--- src/rtl/wb_bus_splitter_wd.sv ---
`default_nettype none
// ============================================================================
// Module   : wb_bus_splitter_wd
// Purpose  : Wishbone B4 classic 1-to-N bus splitter with registered
//            slave-side outputs, a per-transaction watchdog and sticky
//            error reporting (last error source and kind).
// Ports    :
//   wb_clk_i / wb_rst_n         clock, synchronous active-low reset
//   m_wb_*_i                    master request (adr, dat, sel, we, cyc, stb)
//   m_wb_dat_o/ack_o/err_o      master response; data is 0 outside ack
//   s_wb_cyc/stb/we_o           per-slave controls, one bit per slave
//   s_wb_sel/adr/dat_o          per-slave request fields, slice k per slave
//   s_wb_dat/ack/err_i          per-slave responses
//   timeout_o                   one-cycle pulse when the watchdog fires
//   err_idx_o / err_kind_o      index and kind of the last error (sticky)
//                               kind: 00 none, 01 unmapped, 10 slave err,
//                               11 timeout
// Revision : 1.0 - initial release
// ============================================================================
module wb_bus_splitter_wd #(
    parameter int NUM_PERIPHERALS  = 4,
    parameter int ADDR_WIDTH       = 32,
    parameter int DATA_WIDTH       = 32,
    parameter int SEL_WIDTH        = 4,
    parameter int ADDR_SEL_LOW_BIT = 16,
    parameter int IDX_W            = 4,
    parameter int TIMEOUT_CYCLES   = 255
) (
    input  logic                                  wb_clk_i,
    input  logic                                  wb_rst_n,
    input  logic [ADDR_WIDTH-1:0]                 m_wb_adr_i,
    input  logic [DATA_WIDTH-1:0]                 m_wb_dat_i,
    input  logic [SEL_WIDTH-1:0]                  m_wb_sel_i,
    input  logic                                  m_wb_we_i,
    input  logic                                  m_wb_cyc_i,
    input  logic                                  m_wb_stb_i,
    output logic [DATA_WIDTH-1:0]                 m_wb_dat_o,
    output logic                                  m_wb_ack_o,
    output logic                                  m_wb_err_o,
    output logic [NUM_PERIPHERALS-1:0]            s_wb_cyc_o,
    output logic [NUM_PERIPHERALS-1:0]            s_wb_stb_o,
    output logic [NUM_PERIPHERALS-1:0]            s_wb_we_o,
    output logic [NUM_PERIPHERALS*SEL_WIDTH-1:0]  s_wb_sel_o,
    output logic [NUM_PERIPHERALS*ADDR_WIDTH-1:0] s_wb_adr_o,
    output logic [NUM_PERIPHERALS*DATA_WIDTH-1:0] s_wb_dat_o,
    input  logic [NUM_PERIPHERALS*DATA_WIDTH-1:0] s_wb_dat_i,
    input  logic [NUM_PERIPHERALS-1:0]            s_wb_ack_i,
    input  logic [NUM_PERIPHERALS-1:0]            s_wb_err_i,
    output logic                                  timeout_o,
    output logic [IDX_W-1:0]                      err_idx_o,
    output logic [1:0]                            err_kind_o
);

    localparam logic [1:0] c_ST_IDLE   = 2'd0;
    localparam logic [1:0] c_ST_ACTIVE = 2'd1;
    localparam logic [1:0] c_ST_RESP   = 2'd2;

    localparam logic [1:0] c_KIND_UNMAPPED = 2'b01;
    localparam logic [1:0] c_KIND_SLV_ERR  = 2'b10;
    localparam logic [1:0] c_KIND_TIMEOUT  = 2'b11;

    // A zero timeout disables the watchdog; keep the counter at least 1 bit
    // wide so the design still elaborates in that configuration.
    localparam bit c_WD_EN = (TIMEOUT_CYCLES != 0);
    localparam int c_CNT_W = c_WD_EN ? $clog2(TIMEOUT_CYCLES + 1) : 1;
    localparam logic [c_CNT_W-1:0] c_WD_LAST =
        c_CNT_W'(c_WD_EN ? TIMEOUT_CYCLES - 1 : 0);

    logic [1:0]         r_state;
    logic [IDX_W-1:0]   r_idx;
    logic [c_CNT_W-1:0] r_wd_cnt;

    logic [IDX_W-1:0]                     w_req_idx;
    logic [31:0]                          w_req_idx_ext;
    logic [NUM_PERIPHERALS-1:0]           w_req_onehot;
    logic [NUM_PERIPHERALS*SEL_WIDTH-1:0] w_req_sel;
    logic                                 w_req_mapped;
    logic                                 w_sel_ack;
    logic                                 w_sel_err;
    logic [DATA_WIDTH-1:0]                w_sel_dat;
    logic                                 w_wd_expire;
    logic                                 w_leave;

    assign w_req_idx     = m_wb_adr_i[ADDR_SEL_LOW_BIT +: IDX_W];
    assign w_req_idx_ext = 32'(w_req_idx);

    // Request decode, plus response selection. In ACTIVE the registered
    // strobe vector is exactly the one-hot of the latched index, so it
    // doubles as the response mux select and masks non-selected slaves.
    always_comb begin
        w_req_onehot = '0;
        w_req_sel    = '0;
        w_sel_dat    = '0;
        for (int k = 0; k < NUM_PERIPHERALS; k++) begin
            if (w_req_idx_ext == k) begin
                w_req_onehot[k]                      = 1'b1;
                w_req_sel[k*SEL_WIDTH +: SEL_WIDTH] = m_wb_sel_i;
            end
            if (s_wb_stb_o[k]) begin
                w_sel_dat = s_wb_dat_i[k*DATA_WIDTH +: DATA_WIDTH];
            end
        end
    end

    assign w_req_mapped = |w_req_onehot;
    assign w_sel_ack    = |(s_wb_ack_i & s_wb_stb_o);
    assign w_sel_err    = |(s_wb_err_i & s_wb_stb_o);
    assign w_wd_expire  = c_WD_EN && (r_wd_cnt == c_WD_LAST);
    assign w_leave      = !m_wb_cyc_i || w_sel_err || w_sel_ack || w_wd_expire;

    always_ff @(posedge wb_clk_i) begin
        if (!wb_rst_n) begin
            r_state    <= c_ST_IDLE;
            r_idx      <= '0;
            r_wd_cnt   <= '0;
            m_wb_dat_o <= '0;
            m_wb_ack_o <= 1'b0;
            m_wb_err_o <= 1'b0;
            s_wb_cyc_o <= '0;
            s_wb_stb_o <= '0;
            s_wb_we_o  <= '0;
            s_wb_sel_o <= '0;
            s_wb_adr_o <= '0;
            s_wb_dat_o <= '0;
            timeout_o  <= 1'b0;
            err_idx_o  <= '0;
            err_kind_o <= '0;
        end else begin
            // Response outputs are single-cycle pulses.
            m_wb_ack_o <= 1'b0;
            m_wb_err_o <= 1'b0;
            m_wb_dat_o <= '0;
            timeout_o  <= 1'b0;

            case (r_state)
                c_ST_IDLE: begin
                    if (m_wb_cyc_i && m_wb_stb_i) begin
                        r_idx      <= w_req_idx;
                        s_wb_adr_o <= {NUM_PERIPHERALS{m_wb_adr_i}};
                        s_wb_dat_o <= {NUM_PERIPHERALS{m_wb_dat_i}};
                        if (w_req_mapped) begin
                            r_state    <= c_ST_ACTIVE;
                            r_wd_cnt   <= '0;
                            s_wb_cyc_o <= w_req_onehot;
                            s_wb_stb_o <= w_req_onehot;
                            s_wb_we_o  <= m_wb_we_i ? w_req_onehot : '0;
                            s_wb_sel_o <= w_req_sel;
                        end else begin
                            r_state    <= c_ST_RESP;
                            m_wb_err_o <= 1'b1;
                            err_idx_o  <= w_req_idx;
                            err_kind_o <= c_KIND_UNMAPPED;
                        end
                    end
                end

                c_ST_ACTIVE: begin
                    if (!m_wb_cyc_i) begin
                        // Master abort: silent return, error state untouched.
                        r_state <= c_ST_IDLE;
                    end else if (w_sel_err) begin
                        r_state    <= c_ST_RESP;
                        m_wb_err_o <= 1'b1;
                        err_idx_o  <= r_idx;
                        err_kind_o <= c_KIND_SLV_ERR;
                    end else if (w_sel_ack) begin
                        r_state    <= c_ST_RESP;
                        m_wb_ack_o <= 1'b1;
                        m_wb_dat_o <= w_sel_dat;
                    end else if (w_wd_expire) begin
                        r_state    <= c_ST_RESP;
                        m_wb_err_o <= 1'b1;
                        timeout_o  <= 1'b1;
                        err_idx_o  <= r_idx;
                        err_kind_o <= c_KIND_TIMEOUT;
                    end else if (r_wd_cnt != '1) begin
                        r_wd_cnt <= r_wd_cnt + c_CNT_W'(1);
                    end

                    if (w_leave) begin
                        s_wb_cyc_o <= '0;
                        s_wb_stb_o <= '0;
                        s_wb_we_o  <= '0;
                        s_wb_sel_o <= '0;
                    end
                end

                c_ST_RESP: begin
                    r_state <= c_ST_IDLE;
                end

                default: begin
                    r_state    <= c_ST_IDLE;
                    s_wb_cyc_o <= '0;
                    s_wb_stb_o <= '0;
                    s_wb_we_o  <= '0;
                    s_wb_sel_o <= '0;
                end
            endcase
        end
    end

endmodule
`default_nettype wire

--- config.mk ---
export PLATFORM = sky130hd
export DESIGN_NAME = wb_bus_splitter_wd
export DESIGN_NICKNAME = d
export VERILOG_FILES = /design/src/rtl/wb_bus_splitter_wd.sv
export SDC_FILE = /design/constraint.sdc
export NUM_CORES = 1
export LEC_CHECK = 0
export ABC_AREA = 1
export BUFFER_PORTS_ARGS = -buffer_cell sky130_fd_sc_hd__buf_2
export CORE_AREA = 2 2 207 209
export CTS_CLUSTER_SIZE = 14
export DETAILED_ROUTE_END_ITERATION = 12
export DIE_AREA = 0 0 209 211
export MAX_ROUTING_LAYER = met4
export PLACE_DENSITY = 0.52
export SYNTH_ARGS = -nofsm -noshare
export SYNTH_HDL_FRONTEND = slang
export SYNTH_SLANG_ARGS = --single-unit
--- constraint.sdc ---
create_clock -name wb_clk_i -period 1.66 [get_ports wb_clk_i]
set_input_delay 0 -clock wb_clk_i [delete_from_list [all_inputs] [get_ports wb_clk_i]]
set_output_delay 0 -clock wb_clk_i [all_outputs]
set_load 0.05 [all_outputs]
Yosys cells after proc, flatten, opt, wreduce, memory -nomap -nowiden. Index checks and enable logic that the tools add are counted.

Flip-flop bits (word level): 335. Input bits: 209. Output and inout port bits: 325. Word-level logic and storage cells: 120.

$add $sub $neg: 1. Eq/ne operators: 19. Mux-type cells: 61. Bitwise logic cells: 7. Reduce and logical (&&, ||, !) cells: 18.

Operators by type and width (number): two-way mux 32 bit (4); two-way mux 4 bit (16); two-way mux 8 bit (7); two-way mux 16 bit (3); one-hot mux 16 bit (3 select lines) (1); logical NOT 32 bit (1); two-way mux 2 bit (12); one-hot mux 4 bit (3 select lines) (2); != test 2 bit (second input constant) (9); one-hot mux 8 bit (2 select lines) (1); OR reduction 4 bit (3); two-way mux 1 bit (11); adder 8 x 1 -> 8 bit (second input constant) (1); bitwise AND 4 bit (2); equality test 4 x 2 -> 1 bit (second input constant) (2); equality test 8 bit (second input constant) (1); != test 8 bit (second input constant) (1); one-hot mux 2 bit (2 select lines) (2); one-hot mux 4 bit (2 select lines) (1); AND reduction 8 bit (1); OR reduction 8 bit (1); OR reduction 7 bit (1); != test 3 bit (second input constant) (2); AND reduction 6 bit (1); other kinds (13) (20).

Depth between registers and ports, before layout. Gate-level depths: netlist (run 1).

Depth in word-level cells: 7. Depth in mapped cells: 12. Mapped depth without buffers: 11.

Least setup slack after synthesis (run 1). No wires, ideal clock.

Path kind: register to register. From: register s_wb_stb_o[1]. To: register s_wb_stb_o[0]. Setup time: 0.132 ns. Data arrival time: 1.576 ns. Required time: 1.528 ns. Setup slack: -0.049 ns. Cell stages (with the launch flop): 12. Path buffers: 2. Period minus slack after synthesis: 1.709 ns. Cells stage by stage: dfxtp_1 > buf_6 > nand2_1 > nand2_1 > inv_1 > nand2_1 > nor2_2 > nand2_4 > nand3_4 > buf_6 > nand2_1 > a21oi_1.

Word-level cells in the longest chain between the ends: 7. Elaborated cells on any way between the ends: 9. Classes of those cells: eq/ne (1); bitwise (2); reduce/logical (6).

Ends and longest elaborated chain: start: declaration (RTL line 41) `output logic [NUM_PERIPHERALS-1:0] s_wb_stb_o,`; start signal: assignment (RTL line 145) `s_wb_stb_o <= w_req_onehot;`; bitwise AND 4 bit (RTL line 107) `assign w_sel_err = |(s_wb_err_i & s_wb_stb_o);`; OR reduction 4 bit (RTL line 107); logical OR 1 bit (RTL line 109) `assign w_leave = !m_wb_cyc_i || w_sel_err || w_sel_ack || w_wd_expire;`; logical OR 1 bit * (2 in series) (RTL line 109); != test 2 bit (no source line) *; AND reduction 4 bit (no source line) *.

Mark *: on every way between the ends. The rest lies on a longest branch, timed or not. A chain may end at the register's enable or synchronous reset.

Final worst setup path (run 1).
From: register r_state[1]. To: register r_wd_cnt[1].

Word-level cells in the longest chain between the ends: 3. Elaborated cells on any way between the ends: 12. Classes of those cells: eq/ne (8); mux (1); reduce/logical (3).

Ends and longest elaborated chain: start: declaration (RTL line 69) `logic [1:0] r_state;`; start signal: assignment (RTL line 113) `r_state <= c_ST_IDLE;`; start signal: assignment (RTL line 142) `r_state <= c_ST_ACTIVE;`; start signal: assignment (RTL line 149) `r_state <= c_ST_RESP;`; equality test 2 x 1 -> 1 bit or logical NOT 2 bit (tied branches) (RTL line 135) `case (r_state)`; != test 2 bit (no source line) or nonzero test 2 bit (tied branches); AND reduction 8 bit (no source line); end signal: assignment (RTL line 177) `r_wd_cnt <= r_wd_cnt + c_CNT_W'(1);`; end: declaration (RTL line 71) `logic [c_CNT_W-1:0] r_wd_cnt;`.

Several ways; a longest one is shown, not always the timed one.

==> reports/qor.csv, run 1 <==
metric,value,unit
avgSynthCellArea,7.237,sq um
max-cap-violations,0,
hold_class,input pin to register,
critPathCaptureType,register,
cp.arrival,1.88,ns
postSynth.asyncResetShare,0,%
synth_edf_count,0,
first_iter_violations,498,
worstPathMaxFanout,8,
slew_headroom,73.12,%
clock-sinks,139,
finalInstanceArea,0.01169,sq mm
top_usage_layer,met2,
finalSetupViolations,0,
drc,0,
rows,75,
ant_nets,0,
cts-root-buf,clkbuf_16,
synth_seq_area_share,36.45,%
die_area,0.04410,sq mm
gp_congestion,0.8327,
status,"finished, final reports clean",
wl_per_cell,14.42,um
stdcell_count,2081,
grtUsageMet1,15.21,%
viasPerCell,4.099,
hold_violations,0,
dp_cells,1899,
clock_path_buffers,2,
worstPathRequired,2.00,ns
slew_violations,0,
synth_cells,1055,
first_pass_iters,4,
antenna_found_initial,3,
fmax,0.6487,GHz
start_kind,register,
dpl_cell_area,0.009537,sq mm
path_class,register to register,
dpl.hpwl,22110,um
total_power,11.23,mW
ys_warn_count,0,
synth_ff_type,dfxtp_1,
vdd_ir_drop_max,0.5986,mV
fin_util,27.99,%
fillers,4487,
insertion_delay,0.44,ns
p_leak,5.629,nW
cts_buffers,17,
cts.clk_slew.worst_paths,0.06,ns
grt_max_degree,67,
drive_above_1_share,41.07,%
power_density,960.4,mW/mm^2
dieHeight,211,um
grtUsageMet3,4.148,%
numPortBuffers,533,
slowest_stage,dfxtp_1,
crit_path_cell_trace,nor2_2 -> nand2_2 -> nand2_1 -> nand2_1 -> nor2_4 -> nand2_2 -> o21ai_1 -> nor2_1,
syn_nets,1266,
min_from,s_wb_dat_i[17],
die_width,209,um
grt_pass1_vias,7804,
rsz0062_at_grt,true,
finalCriticalPeriod,1.542,ns
initial_core_util,18.28,%
core,0.04176,sq mm
r2r_start,r_state[1],
tightestPinTransition,0.4031,ns
synth_cell_types,32,
synth_area,0.007635,sq mm
finalCritPeriodShare,92.87,%
slowest_delay,0.36,ns
grt_pass1_wl,43660,um
synth-seq-cells,139,
track_usage,13.26,%
clock_skew,0.008337,ns
nets,1737,
finalWirelength,30000,um
htree_levels,4,
use_met2,21.91,%
dr_total_vias,8529,
startpoint,r_state[1],
overflow,0,
design.portCount,534,
cts_tree,built,
syn_to_final_growth,53.11,%
## worst paths after layout
kind                    end  slack [ns]  depth (start not counted)
max             r_wd_cnt[1]        0.12                          8
min          m_wb_dat_o[17]        0.03                          5
max reg2reg     r_wd_cnt[1]        0.12                          8
min reg2reg   s_wb_sel_o[4]        0.46                          2
## metrics by stage
stage	hold WS, ns	TNS, ns	setup WS [ns]
floorplan	0.1467	0	0.03644
global placement	0.2483	0	0.06432
detailed placement	0.2482	0	0.06057
CTS	0.001816	0	0.03065
global route	0.03626	-0.07125	-0.02859
finish	0.02906	0	0.1184
## power by group
part	internal [mW]	switching (mW)	total (mW)	leakage (nW)
clock network	2.46	1.61	4.07	0.306
registers	3.48	0.188	3.67	1.13
logic	0.928	2.56	3.49	4.19
total	6.87	4.36	11.2	5.63
## cells in the mapped netlist (2+ instances only)
| cell type | n | area (sq um) |
|---|---|---|
| nand4_1 | 30 | 187.7 |
| buf_6 | 6 | 67.56 |
| nand3_1 | 15 | 75.07 |
| nand2_2 | 7 | 43.79 |
| nor2_2 | 6 | 37.54 |
| a22oi_1 | 31 | 232.7 |
| nor2_4 | 3 | 33.78 |
| o21ai_0 | 98 | 490.5 |
| buf_4 | 199 | 1494 |
| nor2_1 | 144 | 540.5 |
| clkbuf_1 | 36 | 135.1 |
| xnor2_1 | 2 | 17.52 |
| ha_1 | 2 | 25.02 |
| nand2_1 | 177 | 664.4 |
| a21oi_1 | 74 | 370.4 |
| o21ai_1 | 2 | 10.01 |
| buf_2 | 16 | 80.08 |
| inv_1 | 32 | 120.1 |
| inv_2 | 4 | 15.01 |
| nor3_1 | 21 | 105.1 |
| dfxtp_1 | 139 | 2783 |
## per-layer routing
| metal | up-vias | wire (um) |
|---|---|---|
| met4 | 0 | 716 |
| met3 | 34 | 2069 |
| li1 | 4195 | - |
| met5 | - | 0 |
| met2 | 396 | 14640 |
| met1 | 3904 | 12580 |
## repair_timing
item | 4_1_cts | 5_1_grt
setup buffers | 0 | 1
hold buffers | 145 | 0
endpoints found under the setup margin | 0 | 37
hold endpoints to repair | 102 | 0
resized for setup | 0 | 16
## placed cells by master, fill, tap and decap left out, types with 2 or more instances in the layout
master         instances
a21oi_1               74
a22oi_1               31
buf_12                 9
buf_2                533
buf_4                 18
buf_6                  2
bufinv_16              3
clkbuf_16             17
clkbuf_8               2
clkinv_2               4
dfxtp_1              134
dfxtp_2                5
diode_2                3
dlygate4sd3_1        145
ha_1                   2
inv_1                 32
inv_2                  4
inv_6                  3
nand2_1              177
nand2_2                6
nand2_4                2
nand3_1               15
nand3_4                2
nand4_1               30
nor2_1               141
nor2_2                 6
nor2_4                 6
nor3_1                21
o21ai_0               98
o21ai_1                2
xnor2_1                2
## kinds of logic (layout without fill, tap and decap cells)
kind of cell	Yosys count	in the layout	share of synthesized area, %
adders and majority gates	2	2	0.3277
buffers and inverters	294	777	25.09
AOI/OAI and AO/OA	210	210	15.03
and+or+nand+nor	408	409	22.88
xor gates and xnor gates	2	2	0.2295
other	0	3	0
DFF	139	139	36.45
## sequential cells by signal (all words and copies together), names as in the netlist
name and cells:
s_wb_we_o 4, err_kind_o 2, m_wb_ack_o 1, s_wb_adr_o 32
err_idx_o 4, timeout_o 1, r_wd_cnt 8, s_wb_dat_o 32
s_wb_stb_o 4, m_wb_dat_o 32, r_state 2, m_wb_err_o 1
s_wb_sel_o 16
## area by class of cell
type,count,area (sq um),share of cell area [%]
antenna,3,7.507,0.06422
clock buffer,19,452.9,3.875
clock inverter,13,163.9,1.402
inverter,37,141.4,1.209
multi-input combinational,623,2989,25.57
sequential,139,2789,23.86
tap,539,674.4,5.769
timing repair buffer,708,4472,38.25
## worst max-delay path: cells and delay by family (launching register included)
kind,cells,cell delay (ns)
AO/OA/AOI/OAI,1,0.15
flip-flops,1,0.36
AND/OR/NAND/NOR,7,0.94
No activity file was read; power rests on OpenSTA's default activity.
==> run 2: changes to the inputs <==
CORE_AREA = 2 2 206 208   (was 2 2 207 209)
DIE_AREA = 0 0 208 210   (was 0 0 209 211)
PLACE_DENSITY = 0.54   (was 0.52)
clock period = 1.4 ns   (was 1.66 ns; I/O delays follow)
==> reports/qor.csv, run 2 (synthesis gave the netlist of run 1 again) <==
metric,value,unit,change
viasPerCell,4.137,,was 4.099
stdcell_count,2141,,was 2081
wl_per_cell,15.02,um,was 14.42 um
nets,1802,,was 1737
finalSetupViolations,60,,was 0
top_usage_layer,met2,,unchanged
start_kind,register,,unchanged
dp_cells,1943,,was 1899
largestRegisters,"m_wb_dat_o x32, s_wb_adr_o x32, s_wb_dat_o x32",,unchanged
gp_congestion,0.8719,,was 0.8327
initial_core_util,18.41,%,was 18.28%
antenna_found_initial,0,,was 3
critPathCaptureType,register,,unchanged
final_common_cell,buf_2,,unchanged
finalWirelength,32150,um,was 30000 um
use_met2,24.09,%,was 21.91%
track_usage,14.53,%,was 13.26%
grt_pass1_vias,8524,,was 7804
clock_path_buffers,2,,unchanged
hold_violations,0,,unchanged
setup_slack,-0.1207,ns,was 0.1184 ns
numPortBuffers,533,,unchanged
insertedDiodeCount,0,,was 3
violations,setup timing,,
max-cap-violations,0,,unchanged
finalCritPeriodShare,108.6,%,was 92.87%
cts.clk_slew.worst_paths,0.06,ns,about the same
crit_path_cell_trace,nand2_1 -> nand2_2 -> nor2_4 -> buf_4 -> nand4_2 -> buf_12 -> buf_12 -> a21oi_1,,was nor2_2 -> nand2_2 -> nand2_1 -> nand2_1 -> nor2_4 -> nand2_2 -> o21ai_1 -> nor2_1
cts_buffers,17,,unchanged
dieHeight,210,um,was 211 um
slew_violations,0,,unchanged
rows,75,,unchanged
path_buf_inv,3,,was 0
multiInputGateArea,0.003251,sq mm,was 0.002989 sq mm
insertion_delay,0.44,ns,about the same
register_area,0.002805,sq mm,was 0.002789 sq mm
first_pass_iters,5,,was 4
grt_pass1_wl,47840,um,was 43660 um
grtUsageMet1,16.60,%,was 15.21%
drive_above_1_share,46.82,%,was 41.07%
die_area,0.04368,sq mm,was 0.04410 sq mm
status,"finished, violations left",,"was finished, final reports clean"
final_cell_mix,"529 x buf_2, 158 x nand2_1, 143 x dlygate4sd3_1, 137 x nor2_1, 129 x dfxtp_1",,"was 533 x buf_2, 177 x nand2_1, 145 x dlygate4sd3_1, 141 x nor2_1, 134 x dfxtp_1"
path_class,register to register,,unchanged
drc,0,,unchanged
htree_levels,4,,unchanged
fillers,4392,,was 4487
overflow,0,,unchanged
finalCriticalPeriod,1.521,ns,was 1.542 ns
cts-root-buf,clkbuf_16,,unchanged
dpl.hpwl,22560,um,was 22110 um
cp_common_cell,buf_12,,
worstPathMaxFanout,13,,was 8
first_iter_violations,412,,was 498
slowest_delay,0.34,ns,was 0.36 ns
tightestPinTransition,0.3354,ns,was 0.4031 ns
rsz0062_at_grt,true,,unchanged
cts_tree,built,,unchanged
design.portCount,534,,unchanged
dr_total_vias,8857,,was 8529
worstPathRequired,1.77,ns,was 2.00 ns
power_density,1066,mW/mm^2,was 960.4 mW/mm^2
tns,-3.938,ns,was 0 ns
vdd_ir_drop_max,0.6208,mV,was 0.5986 mV
die_width,208,um,was 209 um
clock-sinks,139,,unchanged
hold_class,input pin to register,,unchanged
slew_headroom,77.41,%,was 73.12%
syn_to_final_growth,64.98,%,was 53.11%
grt_max_degree,62,,was 67
fmax,0.6576,GHz,was 0.6487 GHz
crit_family,simple AND/OR/NAND/NOR gates,,unchanged
ant_nets,0,,unchanged
clock_skew,0.009889,ns,was 0.008337 ns
cp.arrival,1.89,ns,was 1.88 ns
p_leak,5.993,nW,was 5.629 nW
grtUsageMet3,3.859,%,was 4.148%
core,0.04148,sq mm,was 0.04176 sq mm
slowest_stage,dfxtp_2,,was dfxtp_1
==> run 2: what timing repair did <==
item,4_1_cts,5_1_grt
gates resized for setup,70,52
cloned,6,0
setup endpoints to repair,81,94
buffers inserted,10,10
pin swaps,7,23
hold endpoints to repair,102,0
hold buffers,143,0
==> run 2: cell type report <==
cell class / count / share of cell area, %
Clock inverter: 11 / 1.172
Inverter: 37 / 1.103
Sequential cell: 139 / 22.27
Tap cell: 539 / 5.354
Timing Repair Buffer: 771 / 40.78
Multi-Input combinational cell: 625 / 25.81
Clock buffer: 19 / 3.516
==> run 2: worst paths after layout <==
check / startpoint / endpoint / slack (ns) / depth (start not counted)
max: s_wb_stb_o[2] / m_wb_dat_o[16] / -0.12 / 8
min reg2reg: err_idx_o[3] / err_idx_o[3] / 0.46 / 2
max reg2reg: s_wb_stb_o[2] / m_wb_dat_o[16] / -0.12 / 8
min: m_wb_sel_i[3] / s_wb_sel_o[7] / 0.02 / 5
==> run 2: per-stage QoR <==
| stage | instance area [sq um] | power, mW | setup slack (ns) | hold slack (ns) | utilization (%) |
|---|---|---|---|---|---|
| final | 12600 | 13.42 | -0.1207 | 0.02333 | 30.37 |
| after global placement | 9926 | 8.324 | -0.1385 | 0.2529 | 23.93 |
| after global routing | 12600 | 14.00 | -0.1918 | 0.03304 | 30.37 |
| after floorplan | 7647 | 7.688 | -0.04413 | 0.1467 | - |
| after CTS | 12380 | 13.55 | -0.08578 | 0.0002753 | 29.85 |
| after detailed placement | 9926 | 8.337 | -0.1208 | 0.2524 | 23.93 |
==> run 2: worst reg2reg max path, delay by kind of cell (launching register included) <==
kind,cells,cell delay [ns]
AOI/OAI and AO/OA,1,0.13
buffers and inverters,3,0.49
and+or+nand+nor,4,0.48
DFF,1,0.34
==> run 2: report_power, final <==
group	total [mW]	leakage [nW]	internal [mW]	switching [mW]
sequential	4.35	1.14	4.13	0.223
clock	4.67	0.289	2.82	1.84
combinational	4.40	4.57	1.26	3.14
total	13.4	5.99	8.21	5.21
==> run 2: routing by layer <==
| layer | part of all wire [%] | up-vias |
|---|---|---|
| met5 | 0 | - |
| met4 | 3.1 | 0 |
| met3 | 6.5 | 48 |
| met2 | 49 | 415 |
| met1 | 42 | 4056 |
| li1 | - | 4338 |
